`src/rtl/irq_arbiter_pkg.sv`:
```
// irq_arbiter_pkg
// Shared constants and the controller state type for the 8-input
// interrupt arbiter (irq_arbiter_8) and its priority encoder (prio_enc8).
//   N_REQ   : number of interrupt request lines
//   VEC_W   : width of the binary vector index
//   state_t : arbiter states IDLE / REQ / SERVICE
package irq_arbiter_pkg;

  localparam int N_REQ = 8;
  localparam int VEC_W = 3;

  typedef enum logic [1:0] {
    ST_IDLE    = 2'd0,
    ST_REQ     = 2'd1,
    ST_SERVICE = 2'd2
  } state_t;

endpackage

```
`src/rtl/irq_arbiter_8_prio_enc8.sv`:
```
// prio_enc8
// Purely combinational priority encoder with a movable top priority.
// Bit 'base' is searched first, then base-1, base-2, ... wrapping mod 8,
// so base=7 gives plain "highest index wins" priority.
// Ports:
//   req   [7:0] in  : candidate request vector
//   base  [2:0] in  : bit index that currently has the highest priority
//   valid       out : at least one bit of req is set
//   index [2:0] out : winning bit index (0 when valid=0)
module prio_enc8
  import irq_arbiter_pkg::*;
(
  input  logic [N_REQ-1:0] req,
  input  logic [VEC_W-1:0] base,
  output logic             valid,
  output logic [VEC_W-1:0] index
);

  logic [VEC_W-1:0] pos;

  // Scan from the lowest-priority position up to 'base'; the last hit
  // overwrites earlier ones, so the highest-priority set bit wins.
  always_comb begin
    valid = 1'b0;
    index = '0;
    pos   = '0;
    for (int k = N_REQ - 1; k >= 0; k--) begin
      pos = base - VEC_W'(k);
      if (req[pos]) begin
        valid = 1'b1;
        index = pos;
      end
    end
  end

endmodule

```
`src/rtl/irq_arbiter_8.sv`:
```
// irq_arbiter_8
// 8-input interrupt arbiter with edge-detected request latching, per-bit
// masking, fixed (or optionally rotating) priority, an acknowledge
// handshake with timeout, and an end-of-interrupt release.
// Optional feature: define IRQ_ARBITER_ROUND_ROBIN_EN to rotate priority
// after each acknowledge (bit v-1 becomes highest after vector v).
// Parameters:
//   ACK_TIMEOUT : cycles spent in REQ without ack before giving up (2..255)
// Ports:
//   clk        in  : clock, rising edge
//   rst_n      in  : synchronous active-low reset
//   req_n[7:0] in  : active-low requests, falling edge latches pending
//   ei_n       in  : active-low enable input
//   mask_wr    in  : mask write strobe
//   mask_data  in  : new mask (1 = masked)
//   ack        in  : host acknowledge of the presented vector
//   eoi        in  : end of interrupt
//   irq        out : interrupt request to the host
//   vec[2:0]   out : selected vector index
//   gs_n       out : enabled and something eligible
//   eo_n       out : enabled and nothing eligible
//   busy       out : request in service
//   timeout    out : one-cycle pulse on acknowledge timeout
module irq_arbiter_8
  import irq_arbiter_pkg::*;
#(
  parameter int ACK_TIMEOUT = 15
) (
  input  logic             clk,
  input  logic             rst_n,
  input  logic [N_REQ-1:0] req_n,
  input  logic             ei_n,
  input  logic             mask_wr,
  input  logic [N_REQ-1:0] mask_data,
  input  logic             ack,
  input  logic             eoi,
  output logic             irq,
  output logic [VEC_W-1:0] vec,
  output logic             gs_n,
  output logic             eo_n,
  output logic             busy,
  output logic             timeout
);

  localparam logic [7:0] LAST_WAIT = 8'(ACK_TIMEOUT - 1);

  state_t           state;
  logic [N_REQ-1:0] req_q;
  logic [N_REQ-1:0] pending;
  logic [N_REQ-1:0] mask;
  logic [N_REQ-1:0] eligible;
  logic [N_REQ-1:0] fall;
  logic [N_REQ-1:0] clr;
  logic [7:0]       wait_cnt;
  logic [VEC_W-1:0] vec_q;
  logic [VEC_W-1:0] rr_base;
  logic [VEC_W-1:0] sel_idx;
  logic             sel_valid;
  logic             ack_take;

  // A request edge is a 1 in the registered copy while the live input is 0.
  assign fall     = req_q & ~req_n;
  assign eligible = pending & ~mask;

  // Acknowledge only counts in REQ while still enabled; ei_n=1 wins over it.
  assign ack_take = (state == ST_REQ) && !ei_n && ack;
  assign clr      = ack_take ? (N_REQ'(1) << vec_q) : '0;

`ifdef IRQ_ARBITER_ROUND_ROBIN_EN
  // After servicing vector v, the bit just below it becomes top priority.
  always_ff @(posedge clk) begin
    if (!rst_n) begin
      rr_base <= 3'd7;
    end else if (ack_take) begin
      rr_base <= vec_q - 3'd1;
    end
  end
`else
  assign rr_base = 3'd7;
`endif

  prio_enc8 u_enc (
    .req   (eligible),
    .base  (rr_base),
    .valid (sel_valid),
    .index (sel_idx)
  );

  // Request capture, mask and the IDLE/REQ/SERVICE handshake.
  // Pending is updated with set-wins priority over the ack clear.
  always_ff @(posedge clk) begin
    if (!rst_n) begin
      req_q    <= '1;
      pending  <= '0;
      mask     <= '0;
      state    <= ST_IDLE;
      wait_cnt <= '0;
      vec_q    <= '0;
      irq      <= 1'b0;
      busy     <= 1'b0;
      timeout  <= 1'b0;
    end else begin
      req_q   <= req_n;
      pending <= (pending & ~clr) | fall;
      timeout <= 1'b0;
      if (mask_wr) begin
        mask <= mask_data;
      end
      case (state)
        ST_IDLE: begin
          if (!ei_n && sel_valid) begin
            state    <= ST_REQ;
            vec_q    <= sel_idx;
            irq      <= 1'b1;
            wait_cnt <= '0;
          end
        end
        ST_REQ: begin
          if (ei_n) begin
            state <= ST_IDLE;
            irq   <= 1'b0;
          end else if (ack) begin
            state <= ST_SERVICE;
            irq   <= 1'b0;
            busy  <= 1'b1;
          end else if (wait_cnt == LAST_WAIT) begin
            state   <= ST_IDLE;
            irq     <= 1'b0;
            timeout <= 1'b1;
          end else begin
            wait_cnt <= wait_cnt + 8'd1;
          end
        end
        ST_SERVICE: begin
          if (eoi) begin
            state <= ST_IDLE;
            busy  <= 1'b0;
          end
        end
        default: begin
          state <= ST_IDLE;
          irq   <= 1'b0;
          busy  <= 1'b0;
        end
      endcase
    end
  end

  // vec is frozen while a request is outstanding, live selection in IDLE.
  assign vec  = (state == ST_IDLE) ? (sel_valid ? sel_idx : '0) : vec_q;
  assign gs_n = ~(~ei_n & sel_valid);
  assign eo_n = ~(~ei_n & ~sel_valid);

endmodule

```
`config.mk`:
```
export PLATFORM = sky130hd
export DESIGN_NAME = irq_arbiter_8
export DESIGN_NICKNAME = d
export VERILOG_FILES = /design/src/rtl/irq_arbiter_pkg.sv /design/src/rtl/irq_arbiter_8_prio_enc8.sv /design/src/rtl/irq_arbiter_8.sv
export SDC_FILE = /design/constraint.sdc
export NUM_CORES = 1
export LEC_CHECK = 0
export BUFFER_PORTS_ARGS = -buffer_cell sky130_fd_sc_hd__buf_2
export CORE_MARGIN = 4
export CORE_UTILIZATION = 50
export DETAILED_ROUTE_END_ITERATION = 7
export HOLD_SLACK_MARGIN = 0.1
export PLACE_DENSITY = 0.8
export SLEW_MARGIN = 20
export SYNTH_ARGS = -nofsm -noshare
export SYNTH_HDL_FRONTEND = slang
export SYNTH_SLANG_ARGS = --single-unit
```
`constraint.sdc`:
```
create_clock -name clk -period 2.15 [get_ports clk]
set_input_delay 0.1075 -clock clk [delete_from_list [all_inputs] [get_ports clk]]
set_output_delay 0.1075 -clock clk [all_outputs]
set_load 0.01 [all_outputs]
```
[After elaboration in Yosys (flattened, before gate mapping)]
Cells that the tools add are included.
Widths: inputs -> output; s select.
Operators by class
  add/subtract/negate cells: 1
  eq/ne operators: 10
  shift-type cells: 1
  muxes and demuxes: 39
  bitwise gates (word level): 17
  reductions and logical operators: 12
Operators with widths (count)
  $mux 8: 5
  $and 8x8->8: 3
  $not 8->8: 3
  $mux 3: 6
  $mux 1: 17
  $pmux 8 s2: 1
  $mux 2: 7
  $ne 2x2->1 const B: 6
  $add 8x1->8 const B: 1
  $eq 8x4->1 const B: 1
  $not 1->1: 8
  $or 8x8->8: 1
  $shl 1x3->8 const A: 1
  $pmux 1 s3: 2
  $pmux 2 s3: 1
  $reduce_and 3->1: 2
  $reduce_and 5->1: 1
  $ne 4x3->1 const B: 1
  $reduce_and 4->1: 1
  $reduce_or 4->1: 1
  $logic_and 1x1->1: 3
  $and 1x1->1: 2
  $eq 2x1->1 const B: 1
  $eq 2x2->1 const B: 1
  other kinds (4): 4
Storage, ports and cells
  register bits: 40
  output and inout bits: 8
  word-level logic and storage cells: 89

[Longest topological paths before layout]
  depth after elaboration: 13
  depth in mapped cells: 6

[Modules after synthesis]
From an unflattened synthesis, not the netlist that was laid out.
Second synthesis, totals
  cell total of the unflattened synthesis: 281
  area total of the unflattened synthesis: 2513.7 µm²
Modules (own cells, without submodules)
  irq_arbiter_8: instances 1, cells each 196, area each 1754.2 µm², sequential area each 800.8 µm²
  prio_enc8: instances 1, cells each 85, area each 759.5 µm², sequential area each 0.0 µm²

[Worst setup path after synthesis]
No wires, ideal clock.
  path type: flip-flop to flip-flop
  start: reg state[1]
  end: reg wait_cnt[4]
  arrival time: 1.516 ns
  slack: 0.554 ns
  cell stages (with the launch flop): 5
  path buffers: 0
  clock period less this slack: 1.596 ns
  cell sequence: dfxtp_1 -> nor4b_4 -> o31ai_4 -> or4_1 -> a211oi_2
Between the ends
  longest elaborated chain between the ends: 3
  elaborated cells between the ends (all ways): 9
Ends and longest elaborated chain
  from (decl): RTL line irq_arbiter_8.sv:47  | state_t state;
  from (signal assigned): RTL line irq_arbiter_8.sv:96  | state <= ST_IDLE;
  from (signal assigned): RTL line irq_arbiter_8.sv:112  | state <= ST_REQ;
  from (signal assigned): RTL line irq_arbiter_8.sv:120  | state <= ST_IDLE;
  $eq 2x1->1 / $logic_not 2->1 (equally long branches): RTL line irq_arbiter_8.sv:109  | case (state)
  $ne 2x2->1 (no source line) / $reduce_bool 2->1 (equally long branches)
  $reduce_and 5->1 (no source line)
  to (signal assigned): RTL line irq_arbiter_8.sv:131  | wait_cnt <= wait_cnt + 8'd1;
  to (decl): RTL line irq_arbiter_8.sv:54  | logic [7:0] wait_cnt;
Parallel ways exist; a longest one is shown, timed or not.
A chain may end at the register's enable or synchronous reset.

[Final worst setup path]
  start: reg state[0]
  end: reg wait_cnt[4]
Same word-level chain as after synthesis.

==> impl_metrics.ini <==
[cts]
clock_tree.buffer_depth = 2
cts-root-buf = clkbuf_4
cts_repair_resize_count = 0
cts_num_sinks = 40
later_pin_clock_latency_in_the_skew_report_ns = 0.37
cts.reportedPaths.clkPinSlew_ns = 0.12
cts_buffers = 5
cts_max_level = 2
tritoncts_clock_tree = built

[global_route]
grt_max_degree = 27
grt_first_pass_wirelength_um = 7010
grt_overflow = 0
number_of_global_route_vias_before_repair = 1543
gr-usage-all-layers = 0.201
antenna_found_initial = 0

[final_layout]
final_core_util = 0.682
diodes = 0
synthToLayoutAreaGrowth_pct = 30.1
drive_gt1_frac = 0.181
finalNetCount = 272
layout.cells.non_filler = 295

[floorplanning]
placementRows = 21
core_region_area_sq_um = 3360
width_of_the_die_um = 67.4
chip_height_um = 67.4
ioPinCount = 30
die_area_sq_um = 4540
start_util = 0.524

[critical_path]
cp.buffers_inverters = 0
worstSetupPathDepth = 4
worst_setup_path_endpoint = wait_cnt[4]
setup.reg_to_reg.worst_slack_ns = 0.37
crit_start = state[0]
rr_worst_depth = 4
worstPathRequired_ns = 2.43
cp_slowest_cell = dfxtp_1
worstReg2RegStart = state[0]
setup.worst_path.end_class = flop
cp.arrival_ns = 2.06
worst_path_dominant_cell_family = simple AND/OR/NAND/NOR gates
critical_path_peak_fanout = 10
timing.rr.end = wait_cnt[4]
timing_worst_setup_path_type = reg2reg
crit_chain = nor4b_4 -> o31ai_4 -> or4_1 -> a211oi_2
cpPeakStageDelay_ns = 0.48
critPathLaunchType = flop

[placement]
placed_wire_length_estimate_after_detailed_placement_um = 2560
gp_congestion = 0.826
dp.cells = 262
buffer_ports.inserted = 29

[sta]
min_period_over_period = 0.829
setup_tns_ns = 0
timing.final.max_slew_violations = 0
final_hold_viol_count = 0
slew_headroom = 0.679
layout_min_cycle_time_ns = 1.78
fmax_ghz = 0.561
clock_skew_ns = 0.0190
hold_slack_ns = 0.120
setup_viol = 0
rsz0062_at_grt = no
tightest_slew_ns = 0.479

[power]
swShare = 0.268
fraction_of_power_consumed_by_the_clock_network = 0.324
sequentialPowerShare = 0.517
power_switching_w = 0.000423
cellPowerDensity_nw_per_um2 = 689
power_report.internal_total_w = 0.00116
comb_power_share = 0.159
cellLeakagePower_nw = 0.909
worst_ir_drop_vdd_mv = 0.579

[logic_synthesis]
ys_dominant_reg_cell = dfxtp_1
yosys-top-cells-area = dfxtp_1 45%, nand2b_1 9.6%, mux2i_1 5.1%, o21ai_0 4.0%, a21oi_1 3.7%
syn_inst = 190
post-synth-top-count-cell = dfxtp_1
synth.lib_cells_used.distinct = 42
synth_top_area_share = 0.455
yosys.area.top_type = dfxtp_1
post_synth_edffs = 0
ys.warnings.count = 0
synthTopCellsByCount = 40 x dfxtp_1, 27 x nand2b_1, 16 x nor2_1
ys_seq_elements = 40
synthesis.nets = 214
netlist_area_sq_um = 1760
proportion_of_synthesized_chip_area_in_sequential_cells = 0.455
async_flop_share = 0
synthesis.area_per_instance_sq_um = 9.27

[drt]
wirelength_um = 4090
vias = 1591
route.detailed.wl_per_inst_um = 13.9
1st_iter_drt_viols = 145
drc = 0
postRouteAntennaNets = 0
tritonroute_pass_1_iters = 5
avgViaCountPerCell = 5.39

[run_status]
result_of_the_run = completed

[worst_hold_path]
hold_path.class = in2reg

[job]
max_cap_violations = 0
placed cells by master, fill, tap and decap left out, types with 3 or more instances in the layout:
cell type      Yosys  layout
nand3_1            5       5
o21ai_0           14      14
nand2b_1          27      27
a21oi_1           13      13
xnor2_1            3       3
dfxtp_1           40      40
clkbuf_4           0       5
nor2_1            16      16
or3_1              4       4
dlygate4sd3_1      0      25
inv_1              4       4
o31ai_1            3       3
buf_2              0      29
nand2_1            8       8
nor3_1             7       7
mux2i_1            9       9
stage by stage:
| step | area [sq um] | power (W) | setup slack [ns] |
|---|---|---|---|
| after floorplan | 1760 | 0.000964 | 0.554 |
| after global placement | 1960 | 0.00104 | 0.487 |
| after detailed placement | 1960 | 0.00104 | 0.393 |
| after CTS | 2290 | 0.00158 | 0.377 |
| after global routing | 2290 | 0.00165 | 0.296 |
| final | 2290 | 0.00158 | 0.368 |
sequential cells by signal (all words and copies together) (netlist names):
signal / flops
wait_cnt: 8
pending: 8
req_q: 8
state: 2
irq: 1
mask: 8
timeout: 1
vec_q: 3
busy: 1
kinds of logic (layout without fill, tap and decap cells):
group,count (synthesis),after routing,synth area share
xor gates and xnor gates,4,4,0.0199
buffers and inverters,9,68,0.0192
adders and majority gates,2,2,0.0142
DFF,40,40,0.455
and+or+nand+nor,80,80,0.263
muxes,9,9,0.0511
AOI/OAI and AO/OA,46,46,0.178
area by class of cell:
| cell class | instances | area, sq um |
|---|---|---|
| clock buffers | 5 | 37.5 |
| clock inverters | 3 | 47.5 |
| fillers | 288 | 1070 |
| inverters | 5 | 18.8 |
| multi-input cells | 141 | 927 |
| flip-flops and latches | 40 | 801 |
| well taps | 46 | 57.6 |
| repair buffers | 55 | 403 |
worst min path at each step:
stage | start | to | slack [ns] | cells past startpoint
6_report | ack | timeout | 0.12 | 4
5_1_grt | ack | timeout | 0.12 | 4
4_1_cts | ack | timeout | 0.11 | 4
3_5_place_dp | req_n[6] | req_q[6] | 0.30 | 2
3_3_place_gp | req_n[6] | req_q[6] | 0.30 | 2
2_1_floorplan | rst_n | req_q[4] | 0.18 | 1
power groups by stage:
stage	clock network (W)	logic, W	registers [W]
2_1_floorplan	0	0.000141	0.000823
3_3_place_gp	0	0.000209	0.000829
3_5_place_dp	0	0.000211	0.000830
4_1_cts	0.000516	0.000246	0.000814
5_1_grt	0.000548	0.000282	0.000822
6_report	0.000511	0.000251	0.000816
what timing repair did:
item,CTS,global route
hold buffers,25,0
endpoints found under the hold margin,26,0
buffers inserted,0,0
worst reg2reg max path: cells and delay by family, from the launching register on:
family	cells	cell delay (ns)
compound gates	2	0.42
flops	1	0.48
simple gates	2	0.81
per-layer routing:
layer  vias to the layer above  GRT usage  wire length (um)
met5                         -          0                 0
met4                         0     0.0456                33
met3                         7     0.0433               213
met2                        44      0.339              2070
met1                       744      0.262              1780
li1                        796          -                 -
Power figures use the tool's default switching activity.
